### config.mk
export PLATFORM = sky130hd
export DESIGN_NAME = prism_in_cond
export DESIGN_NICKNAME = d
export VERILOG_FILES = /design/src/rtl/prism_in_cond.sv
export SDC_FILE = /design/constraint.sdc
export NUM_CORES = 1
export LEC_CHECK = 0
export ABC_AREA = 1
export CAP_MARGIN = 20
export CORE_MARGIN = 10
export CORE_UTILIZATION = 50
export CTS_BUF_LIST = sky130_fd_sc_hd__clkbuf_4 sky130_fd_sc_hd__clkbuf_8 sky130_fd_sc_hd__clkbuf_16
export DETAILED_ROUTE_END_ITERATION = 6
export PLACE_DENSITY = 0.74
export SETUP_SLACK_MARGIN = 0.15
export SLEW_MARGIN = 20
export SYNTH_ARGS = -nofsm -noshare
export SYNTH_HDL_FRONTEND = slang
export SYNTH_SLANG_ARGS = --single-unit
export TNS_END_PERCENT = 1
### constraint.sdc
create_clock -name clk -period 5.18 [get_ports clk]
set_input_delay 1.036 -clock clk [delete_from_list [all_inputs] [get_ports clk]]
set_output_delay 1.036 -clock clk [all_outputs]
set_load 0.1 [all_outputs]
### src/rtl/prism_in_cond.sv
// Input conditioner for PRISM controller inputs: synchronizer, per-bit glitch
// filter with a shared prescaled sample tick, edge pulses and a sticky event/IRQ block.
module prism_in_cond #(
    parameter int WIDTH  = 8,
    parameter int FILT_N = 3
) (
    input  logic             clk,
    input  logic             rst,
    input  logic [WIDTH-1:0] pin_in,
    input  logic             wr_en,
    input  logic [1:0]       addr,
    input  logic [15:0]      wr_data,
    output logic [15:0]      rd_data,
    output logic [WIDTH-1:0] cond_out,
    output logic [WIDTH-1:0] rise_p,
    output logic [WIDTH-1:0] fall_p,
    output logic             irq
);

    // Field layout reserves 8 bits per per-pin field, so WIDTH is limited to 1..8.
    localparam logic [3:0] CNT_MAX = 4'(FILT_N - 1);

    logic [WIDTH-1:0]      sync1_r;
    logic [WIDTH-1:0]      sync_r;
    logic [WIDTH-1:0]      cond_r;
    logic [WIDTH-1:0]      cond_prev_r;
    logic [WIDTH-1:0]      filt_en_r;
    logic [WIDTH-1:0]      rise_en_r;
    logic [WIDTH-1:0]      fall_en_r;
    logic [WIDTH-1:0]      events_r;
    logic [7:0]            prescale_r;
    logic [7:0]            pcnt_r;
    logic [WIDTH-1:0][3:0] fcnt_r;

    logic                  tick_s;
    logic                  ctrl_wr_s;
    logic                  edge_wr_s;
    logic                  ev_wr_s;
    logic [WIDTH-1:0]      cond_nxt_s;
    logic [WIDTH-1:0][3:0] fcnt_nxt_s;
    logic [WIDTH-1:0]      ev_set_s;
    logic [WIDTH-1:0]      ev_clr_s;

    function automatic logic [7:0] pad8(input logic [WIDTH-1:0] v);
        logic [7:0] r;
        r           = 8'h00;
        r[WIDTH-1:0] = v;
        return r;
    endfunction

    assign ctrl_wr_s = wr_en && (addr == 2'd0);
    assign edge_wr_s = wr_en && (addr == 2'd1);
    assign ev_wr_s   = wr_en && (addr == 2'd2);
    assign tick_s    = (pcnt_r == prescale_r);

    assign rise_p = cond_r & ~cond_prev_r;
    assign fall_p = ~cond_r & cond_prev_r;
    assign ev_set_s = (rise_p & rise_en_r) | (fall_p & fall_en_r);
    assign ev_clr_s = ev_wr_s ? wr_data[WIDTH-1:0] : {WIDTH{1'b0}};
    assign cond_out = cond_r;
    assign irq      = |events_r;

    // Two-flop synchronizer for the raw pins.
    always_ff @(posedge clk or posedge rst) begin
        if (rst) begin
            sync1_r <= {WIDTH{1'b0}};
            sync_r  <= {WIDTH{1'b0}};
        end else begin
            sync1_r <= pin_in;
            sync_r  <= sync1_r;
        end
    end

    // Configuration registers.
    always_ff @(posedge clk or posedge rst) begin
        if (rst) begin
            filt_en_r  <= {WIDTH{1'b0}};
            prescale_r <= 8'h00;
            rise_en_r  <= {WIDTH{1'b0}};
            fall_en_r  <= {WIDTH{1'b0}};
        end else begin
            if (ctrl_wr_s) begin
                filt_en_r  <= wr_data[WIDTH-1:0];
                prescale_r <= wr_data[15:8];
            end
            if (edge_wr_s) begin
                rise_en_r <= wr_data[WIDTH-1:0];
                fall_en_r <= wr_data[8 +: WIDTH];
            end
        end
    end

    // Sample-tick prescaler; a CTRL write restarts the tick phase.
    always_ff @(posedge clk or posedge rst) begin
        if (rst) begin
            pcnt_r <= 8'h00;
        end else if (ctrl_wr_s || tick_s) begin
            pcnt_r <= 8'h00;
        end else begin
            pcnt_r <= pcnt_r + 8'd1;
        end
    end

    // Per-bit filter next state: bypass, hold between ticks, or count disagreement.
    always_comb begin
        cond_nxt_s = cond_r;
        fcnt_nxt_s = fcnt_r;
        for (int i = 0; i < WIDTH; i++) begin
            if (!filt_en_r[i]) begin
                cond_nxt_s[i] = sync_r[i];
                fcnt_nxt_s[i] = 4'd0;
            end else if (!tick_s) begin
                cond_nxt_s[i] = cond_r[i];
                fcnt_nxt_s[i] = fcnt_r[i];
            end else if (sync_r[i] == cond_r[i]) begin
                fcnt_nxt_s[i] = 4'd0;
            end else if (fcnt_r[i] < CNT_MAX) begin
                fcnt_nxt_s[i] = fcnt_r[i] + 4'd1;
            end else begin
                cond_nxt_s[i] = sync_r[i];
                fcnt_nxt_s[i] = 4'd0;
            end
        end
    end

    // Filter state, edge history and sticky events (set beats a same-cycle clear).
    always_ff @(posedge clk or posedge rst) begin
        if (rst) begin
            cond_r      <= {WIDTH{1'b0}};
            cond_prev_r <= {WIDTH{1'b0}};
            fcnt_r      <= '0;
            events_r    <= {WIDTH{1'b0}};
        end else begin
            cond_r      <= cond_nxt_s;
            cond_prev_r <= cond_r;
            fcnt_r      <= fcnt_nxt_s;
            events_r    <= (events_r & ~ev_clr_s) | ev_set_s;
        end
    end

    // Combinational register read mux.
    always_comb begin
        rd_data = 16'h0000;
        case (addr)
            2'd0:    rd_data = {prescale_r, pad8(filt_en_r)};
            2'd1:    rd_data = {pad8(fall_en_r), pad8(rise_en_r)};
            2'd2:    rd_data = {8'h00, pad8(events_r)};
            2'd3:    rd_data = {pad8(sync_r), pad8(cond_r)};
            default: rd_data = 16'h0000;
        endcase
    end

endmodule

# Word level (Yosys, flattened, before mapping)
# Cells that the tools add are included.
[totals] output_inout_bits=41 inputBits=29 ff_bits=112 word_cells=169
[classes] n_eq_ne=36 addsub=9 bitwise=10 mux=67 order_cmp=8 reduce_logical=14
[ops] operator="$mux 4" n=32
[ops] operator="$pmux 16 s4" n=1
[ops] operator="$and 8x8->8" n=5
[ops] operator="$add 4x1->4 const B" n=8
[ops] operator="$lt 4x2->1 const B" n=8
[ops] operator="$mux 1" n=32
[ops] operator="$ne 2x2->1 const B" n=16
[ops] operator="$not 8->8" n=3
[ops] operator="$reduce_and 3->1" n=8
[ops] operator="$mux 8" n=2
[ops] operator="$ne 2x1->1 const B" n=8
[ops] operator="$or 8x8->8" n=2
[ops] operator="$add 8x1->8 const B" n=1
[ops] operator="$eq 1x1->1" n=8
[ops] operator="$eq 8x8->1" n=1
[ops] operator="$reduce_or 8->1" n=1
[ops] operator="$eq 2x2->1 const B" n=2
[ops] operator="$logic_and 1x1->1" n=3
[ops] operator="$eq 2x1->1 const B" n=1
[ops] operator="$logic_not 2->1" n=1
[ops] operator="$logic_or 1x1->1" n=1

# Depth between registers and ports, before layout
# Gate-level depths: netlist of the first run.
[depth] word_depth=6 ltp_mapped=10 mapped_depth_nobuf=10

# Worst setup path after synthesis of the first run
# Ideal clock, no wire load.
[synth_timing] path_kind="input -> output" from="in addr[1]" to="out rd_data[0]" t_arrival_ps=3554 path_stages=4 required_ps=4144 setup_slack_ps=590 path_buffers=1 cell_sequence="nor2_1 -> buf_2 -> inv_1 -> o21ai_0"
[synth_via] elab_chain_cells=2 word_cells_on_any_way=5 cone_classes="3 x eq/ne; 1 x mux; 1 x reduce/logical"
[synth_rtl] element="start: declaration" line_no="11" rtl="input logic [1:0] addr,"
[synth_rtl] element="$eq 2x2->1 (tied with other cells)" line_no="144" rtl="case (addr)"
[synth_rtl] element="$pmux 16 s4 (*)" line_no="144"
[synth_rtl] element="end: declaration" line_no="13" rtl="output logic [15:0] rd_data,"
# Mark *: on every way between the ends. The rest lies on a longest branch, timed or not.

# Worst setup path after layout of the first run
[layout_timing] from="in addr[1]" to="out rd_data[15]"
# Same word-level chain as after synthesis.

==> results of run 1 <==
[worst max-delay path, stage by stage]
cell	delay, ps
sky130_fd_sc_hd__clkdlybuf4s50_1	570
sky130_fd_sc_hd__nand2_1	310
sky130_fd_sc_hd__inv_1	400
sky130_fd_sc_hd__nand2_1	110
sky130_fd_sc_hd__o211ai_1	120
sky130_fd_sc_hd__buf_4	320
[where the power goes]
part / internal [mW] / switching, mW / total [mW] / leakage, nW
clock network: 0.216 / 0.286 / 0.502 / 0.0971
logic: 0.238 / 0.728 / 0.966 / 1.51
registers: 0.992 / 0.134 / 1.13 / 1.41
[cells in the final DEF (no fill, tap or decap)]
master and n:
sky130_fd_sc_hd__nor2_2 1, sky130_fd_sc_hd__a21oi_1 5, sky130_fd_sc_hd__o211ai_1 5, sky130_fd_sc_hd__nand2_2 1, sky130_fd_sc_hd__nand3_2 4, sky130_fd_sc_hd__xor2_1 3, sky130_fd_sc_hd__nand2_1 183, sky130_fd_sc_hd__nor4_1 2
sky130_fd_sc_hd__nand3_1 59, sky130_fd_sc_hd__xnor2_1 9, sky130_fd_sc_hd__ha_1 9, sky130_fd_sc_hd__nor3b_1 1, sky130_fd_sc_hd__clkinv_1 1, sky130_fd_sc_hd__nor2_1 56, sky130_fd_sc_hd__nor2_4 1, sky130_fd_sc_hd__clkinv_4 1
sky130_fd_sc_hd__clkinvlp_4 1, sky130_fd_sc_hd__nand3b_1 7, sky130_fd_sc_hd__clkbuf_4 2, sky130_fd_sc_hd__nor3_1 7, sky130_fd_sc_hd__clkdlybuf4s50_1 53, sky130_fd_sc_hd__nand2_4 2, sky130_fd_sc_hd__dfrtp_1 112, sky130_fd_sc_hd__inv_2 1
sky130_fd_sc_hd__buf_4 19, sky130_fd_sc_hd__o21ai_0 44, sky130_fd_sc_hd__o2111ai_1 6, sky130_fd_sc_hd__inv_4 1, sky130_fd_sc_hd__inv_1 65, sky130_fd_sc_hd__nor3_2 4, sky130_fd_sc_hd__clkbuf_8 11, sky130_fd_sc_hd__nand4_1 3
sky130_fd_sc_hd__inv_6 2, sky130_fd_sc_hd__o21ai_1 2
[synth_stat cells (2+ instances only)]
cell / number
sky130_fd_sc_hd__nor2_1: 56
sky130_fd_sc_hd__a21oi_1: 5
sky130_fd_sc_hd__nand2_4: 2
sky130_fd_sc_hd__o21ai_1: 2
sky130_fd_sc_hd__clkbuf_1: 11
sky130_fd_sc_hd__nand4_1: 3
sky130_fd_sc_hd__nand3_1: 59
sky130_fd_sc_hd__ha_1: 9
sky130_fd_sc_hd__inv_1: 66
sky130_fd_sc_hd__o21ai_0: 44
sky130_fd_sc_hd__nand3b_1: 7
sky130_fd_sc_hd__nand2_1: 184
sky130_fd_sc_hd__buf_2: 4
sky130_fd_sc_hd__xor2_1: 3
sky130_fd_sc_hd__nand3_2: 4
sky130_fd_sc_hd__nor3_1: 7
sky130_fd_sc_hd__o211ai_1: 5
sky130_fd_sc_hd__nor3_2: 4
sky130_fd_sc_hd__nor4_1: 2
sky130_fd_sc_hd__xnor2_1: 9
sky130_fd_sc_hd__dfrtp_1: 112
sky130_fd_sc_hd__o2111ai_1: 6
[area by class of cell]
type	instances	share of cell area [%]
clock buffer	13	2.72
clock inverter	3	0.409
inverter	69	4.36
multi-input combinational	414	32.9
sequential	112	45.9
tap	136	2.78
timing repair buffer	72	11.0
[sequential cells by signal, summed over array words and instances (netlist names)]
| name | cells |
|---|---|
| prescale_r | 8 |
| filt_en_r | 8 |
| fall_en_r | 8 |
| fcnt_r | 32 |
| rise_en_r | 8 |
| sync_r | 8 |
| pcnt_r | 8 |
| cond_out | 8 |
| events_r | 8 |
| cond_prev_r | 8 |
| sync1_r | 8 |
[kinds of logic (layout without fill, tap and decap cells)]
kind of cell    Yosys count  in the layout  share of synthesized area [%]
simple gates            331            331                           27.9
flops                   112            112                           54.2
buf+inv                  87            157                           7.04
compound gates           62             62                           6.68
xor+xnor                 12             12                           2.03
fa+ha+maj                 9              9                           2.18
[routing by layer]
layer,global-route usage [%],vias up
met4,5.96,0
met1,21.9,2068
met5,0,-
li1,-,2091
met2,29.6,140
met3,4.63,25
[worst paths after layout]
check,start,end,slack (ps),cells after the start
worst max-delay path,addr[1],rd_data[15],1270,6
worst min-delay path,sync1_r[2]$_DFF_PP0_,sync_r[2]$_DFF_PP0_,360,0
worst max register to register,pcnt_r[0]$_DFF_PP0_,cond_out[0]$_DFFE_PP0P_,3400,10
worst min register to register,sync1_r[2]$_DFF_PP0_,sync_r[2]$_DFF_PP0_,360,0
max in group asynchronous,rst,prescale_r[6]$_DFFE_PP0P_,3120,3
min in group asynchronous,rst,pcnt_r[0]$_DFF_PP0_,1120,2
[through the flow]
step	worst slack (ps)	area [um2]	hold WS [ps]	total power [mW]	cells
2_1_floorplan	590	5170	331	1.87	613
3_3_place_gp	1340	5920	335	2.09	803
3_5_place_dp	1280	5920	337	2.11	803
4_1_cts	1260	6110	362	2.61	819
5_1_grt	1090	6110	369	2.74	819
6_report	1270	6110	359	2.59	819
==> flow_summary.json, run 1 <==
{
  "outcome": "finished, final reports clean",
  "grtUsageTotal_pct": 17.7,
  "clock_tree.root_cell": "sky130_fd_sc_hd__clkbuf_8",
  "detailed_place_hpwl_um": 9130,
  "final_min_period_over_clock_period_pct": 75.4,
  "routabilityCongestion": 0.855,
  "final-seq-area_mm2": 0.00280,
  "postCtsHoldBufs": 0,
  "worstPathRequired_ps": 4140,
  "cell_type_with_the_largest_total_area_after_synthesis": "sky130_fd_sc_hd__dfrtp_1",
  "worst_slew_margin_rel_pct": 32.7,
  "post_synthesis_area_per_instance_um2": 8.44,
  "ant_nets": 0,
  "postSynthRegisterBits": 112,
  "detail_route.iter0.violations": 318,
  "timing.critical_path.arrival_ps": 2870,
  "drc_errors": 0,
  "grt_antenna_before_repair": 0,
  "pwr_density_mw_per_mm2": 424,
  "ctsHtreeMaxLevel": 3,
  "async_sr_flop_fraction_pct": 100,
  "start_kind": "input port",
  "synth_top_area_share_pct": 54.2,
  "clock_tree_from_tritoncts": "yes",
  "total_length_of_routed_met2_wires_um": 6010,
  "fmaxAchievable_mhz": 256,
  "setup_viol": 0,
  "clock_insertion_delay_at_the_later_pin_of_the_skew_report_ps": 370,
  "drt-pass1-iter-count": 6,
  "cts_buffers": 9,
  "grt_first_pass_wirelength_um": 21300,
  "timing.setup.critical_path_class": "in -> out",
  "die_area_mm2": 0.0148,
  "synth_edf_count": 0,
  "areaGrowthSynthToFinish_pct": 18.2,
  "wire_length_on_met3_um": 913,
  "m1WireLength_um": 5360,
  "wl_per_cell_um": 15.4,
  "ys_types": 31,
  "count_of_fill_cells_added_during_filler_insertion": 923,
  "synth_warnings": 0,
  "via_count": 4324,
  "route.final.wire_length_um": 12600,
  "synthesis.area_mm2": 0.00517,
  "worstHoldPathType": "reg -> reg",
  "maximum_number_of_pins_on_one_net_before_global_route_repair": 59,
  "finalWorstPathRequiredPeriod_ps": 3910,
  "clkSlewWorstSetupHoldPaths_ps": 100,
  "die_x_um": 122,
  "grt_overflow_total": 0,
  "maxUsedRoutingLayer": "met4",
  "core_region_area_mm2": 0.0102,
  "timing_hold_violations_final": 0,
  "cts_resized": 0,
  "worst_clock_skew_ps": 13.3,
  "antennaDiodeCount": 0,
  "final-max-slew-violation-count": 0,
  "primary_flip_flop_cell_chosen_by_synthesis_mapping": "sky130_fd_sc_hd__dfrtp_1",
  "cts_setup_buffers": 0,
  "max_cap_viol_count": 0,
  "post_route_cells_drive_above_1_share_pct": 7.47,
  "clkSinkCount": 112,
  "io_pins": 70,
  "tns_ps": 0,
  "port_buffers": 69,
  "cellLeakagePower_nw": 3.02,
  "post_synth_inst_count": 613,
  "ys_seq_area_share_pct": 54.2,
  "rsz_0062_raised_after_global_routing": "no",
  "start_util_pct": 50.8,
  "grt_pass1_vias": 4409,
  "synth_nets": 651,
  "floorplan.die.height_um": 122,
  "viasPerCell": 5.28,
  "layout.core_utilization_pct": 60.0,
  "cts_buffer_depth": 2,
  "multi_input_area_mm2": 0.00201,
  "critPathCaptureType": "output port",
  "final_net_count": 716,
  "vdd_drop_max_uv": 281,
  "worstMarginPinSlew_ps": 1010,
  "critPathMaxFanout": 9,
  "std_cell_rows": 37,
  "synth.area.top_cells": "sky130_fd_sc_hd__dfrtp_1 (54%), sky130_fd_sc_hd__nand2_1 (13%), sky130_fd_sc_hd__nand3_1 (5.7%)"
}
Power figures use the tool's default switching activity.
==> run 2, diff against run 1 <==
--- a/config.mk
+++ b/config.mk
@@ -11,7 +11,7 @@
 export CORE_UTILIZATION = 50
 export CTS_BUF_LIST = sky130_fd_sc_hd__clkbuf_4 sky130_fd_sc_hd__clkbuf_8 sky130_fd_sc_hd__clkbuf_16
 export DETAILED_ROUTE_END_ITERATION = 6
-export PLACE_DENSITY = 0.74
+export PLACE_DENSITY = 0.77
 export SETUP_SLACK_MARGIN = 0.15
 export SLEW_MARGIN = 20
 export SYNTH_ARGS = -nofsm -noshare
==> constraint.sdc (replaced) <==
create_clock -name clk -period 3.2 [get_ports clk]
set_input_delay 0.64 -clock clk [delete_from_list [all_inputs] [get_ports clk]]
set_output_delay 0.64 -clock clk [all_outputs]
set_load 0.1 [all_outputs]
==> run 2 against run 1 <==
  * Global-route usage is 0.51 points higher
  * Combinational power up 71%
  * Worst setup slack lost 1100 ps
  * Cell area grew 3.6%
  * Register-to-register slack worse by 2000 ps
  * Highest routed layer unchanged
  * Critical path type unchanged
  * Clock skew is essentially flat
  * Cell count grew 0.98%
  * Largest power group unchanged
==> flow_summary.json, run 2 (synthesized netlist as in run 1, its figures left out) <==
{
  "worst_hold_path_ep": "sync_r[3]$_DFF_PP0_",
  "timing.setup.critical_path_class": "in -> out",
  "outcome": "finished, final reports clean",
  "finalWorstPathRequiredPeriod_ps": 3000,
  "clock_tree_from_tritoncts": "yes",
  "crit-reg2reg-launch": "pcnt_r[1]$_DFF_PP0_",
  "timing_hold_violations_final": 0,
  "final_min_period_over_clock_period_pct": 93.8,
  "grt_first_pass_wirelength_um": 21700,
  "post-place-ws_ps": 216,
  "final_net_count": 725,
  "maximum_number_of_pins_on_one_net_before_global_route_repair": 42,
  "cts_setup_buffers": 0,
  "ant_nets": 0,
  "worstPathRequired_ps": 2560,
  "drt-pass1-iter-count": 5,
  "power.clock.fraction_pct": 19.4,
  "clkSlewWorstSetupHoldPaths_ps": 100,
  "largest_register_ffs": 32,
  "viasPerCell": 5.34,
  "cellLeakagePower_nw": 3.15,
  "timing.critical_path.arrival_ps": 2360,
  "netSwitchingPower_mw": 1.90,
  "slowest_stage_cell_crit_path": "sky130_fd_sc_hd__clkdlybuf4s50_1",
  "path_cells": "clkdlybuf4s50_1 -> nand2_1 -> inv_1 -> buf_4 -> nand2_1 -> o211ai_1 -> buf_12",
  "total_power_mw": 4.32,
  "areaGrowthSynthToFinish_pct": 22.4,
  "pint_mw": 2.42,
  "detailed_place.area_mm2": 0.00613,
  "setup.reg_to_reg.worst_slack_ps": 1380,
  "detail_route.iter0.violations": 373,
  "highest_count_cells_in_the_layout_ignoring_fill_and_taps": "sky130_fd_sc_hd__nand2_1 (184), sky130_fd_sc_hd__dfrtp_1 (112), sky130_fd_sc_hd__inv_1 (65)",
  "port_buffers": 69,
  "postLayoutSetupSlackWorst_ps": 198,
  "cts_buffers": 9,
  "route.final.wire_length_um": 13000,
  "clock_tree.root_cell": "sky130_fd_sc_hd__clkbuf_8",
  "clkSinkCount": 112,
  "grt_pass1_vias": 4499,
  "cpMostUsedCell": "sky130_fd_sc_hd__nand2_1",
  "std_cell_rows": 37,
  "reg2reg_to": "cond_out[1]$_DFFE_PP0P_",
  "power_frac_comb_pct": 38.2,
  "max_cap_viol_count": 0,
  "layout.core_utilization_pct": 62.2,
  "layout_commonest_cell": "sky130_fd_sc_hd__nand2_1",
  "cpLargestDelayFamily": "buffers and inverters",
  "io_pins": 70,
  "worstMarginPinSlew_ps": 647,
  "cts_resized": 0,
  "cts_buffer_depth": 2,
  "worstHoldPathCells": 0,
  "worstHoldPathType": "reg -> reg",
  "pwr_density_mw_per_mm2": 683,
  "die_x_um": 122,
  "fmaxAchievable_mhz": 333,
  "rsz_0062_raised_after_global_routing": "yes",
  "numPlacedInstances": 811,
  "share_seq_of_total_power_pct": 42.4,
  "vdd_drop_max_uv": 621,
  "postCtsHoldBufs": 0,
  "tns_ps": 0,
  "fin_hold_ws_ps": 360,
  "timing.hold.worst.start": "sync1_r[3]$_DFF_PP0_",
  "die_area_mm2": 0.0148,
  "grtUsageTotal_pct": 18.2,
  "core_region_area_mm2": 0.0102,
  "clock_insertion_delay_at_the_later_pin_of_the_skew_report_ps": 380,
  "worstPathBufferInverterCount": 4,
  "detailed_place_hpwl_um": 9560,
  "critPathCaptureType": "output port",
  "setup_viol": 0,
  "stdcell_area_mm2": 0.00633,
  "largest_register_by_flop_count": "fcnt_r",
  "final-max-slew-violation-count": 0,
  "wl_per_cell_um": 15.7,
  "via_count": 4418,
  "final-instance-count-excl-fill": 827,
  "start_kind": "input port",
  "routabilityCongestion": 0.854,
  "ctsHtreeMaxLevel": 3,
  "worst_clock_skew_ps": 13.2,
  "start_util_pct": 50.8,
  "drc_errors": 0,
  "floorplan.die.height_um": 122,
  "antennaDiodeCount": 0,
  "critPathMaxFanout": 9,
  "grt_antenna_before_repair": 0,
  "worst_slew_margin_rel_pct": 56.7,
  "power.share.switching_pct": 44.0,
  "post_route_cells_drive_above_1_share_pct": 12.2,
  "grt_overflow_total": 0,
  "worst-r2r-cell-count": 10,
  "critical-path-max-stage-delay_ps": 570
}
[run 2: power by group through the flow]
stage / registers, mW / logic [mW] / clock network, mW
final: 1.83 / 1.65 / 0.838
after global routing: 1.86 / 1.77 / 0.919
after CTS: 1.83 / 1.66 / 0.856
after detailed placement: 1.86 / 1.66 / 0
after global placement: 1.85 / 1.63 / 0
after floorplan: 1.92 / 1.10 / 0
[run 2: metal layers]
metal	up-vias	wire length, um	track usage [%]
met5	-	0	0
met4	0	312	6.86
met3	34	1050	6.11
met2	145	6400	29.9
met1	2139	5240	21.8
li1	2100	-	-
[run 2: worst register-to-register path, cell delays in order, from the launching register on]
cell and delay [ps]:
sky130_fd_sc_hd__dfrtp_1 450, sky130_fd_sc_hd__inv_1 80, sky130_fd_sc_hd__nand2_1 50, sky130_fd_sc_hd__nand2_1 60, sky130_fd_sc_hd__nand2_1 80, sky130_fd_sc_hd__nor2_1 220
sky130_fd_sc_hd__nand2_4 300, sky130_fd_sc_hd__nand2_1 300, sky130_fd_sc_hd__nand2_1 80, sky130_fd_sc_hd__nand2_1 60, sky130_fd_sc_hd__nand2_1 50
[run 2: worst max path at each step]
stage / endpoint / start / cells after the start
3_5_place_dp: rd_data[13] / addr[1] / 7
5_1_grt: rd_data[13] / addr[1] / 7
4_1_cts: rd_data[13] / addr[1] / 7
3_3_place_gp: rd_data[12] / addr[1] / 7
2_1_floorplan: rd_data[0] / addr[1] / 4
6_report: rd_data[13] / addr[1] / 7
[run 2: cell type report]
cell class	count	area [um2]
Clock buffer	9	124
Tap cell	136	170
Timing Repair inverter	1	5.00
Timing Repair Buffer	80	883
Inverter	69	270
Clock inverter	6	71.3
Multi-Input combinational cell	414	2010
Fill cell	870	3850
Sequential cell	112	2800
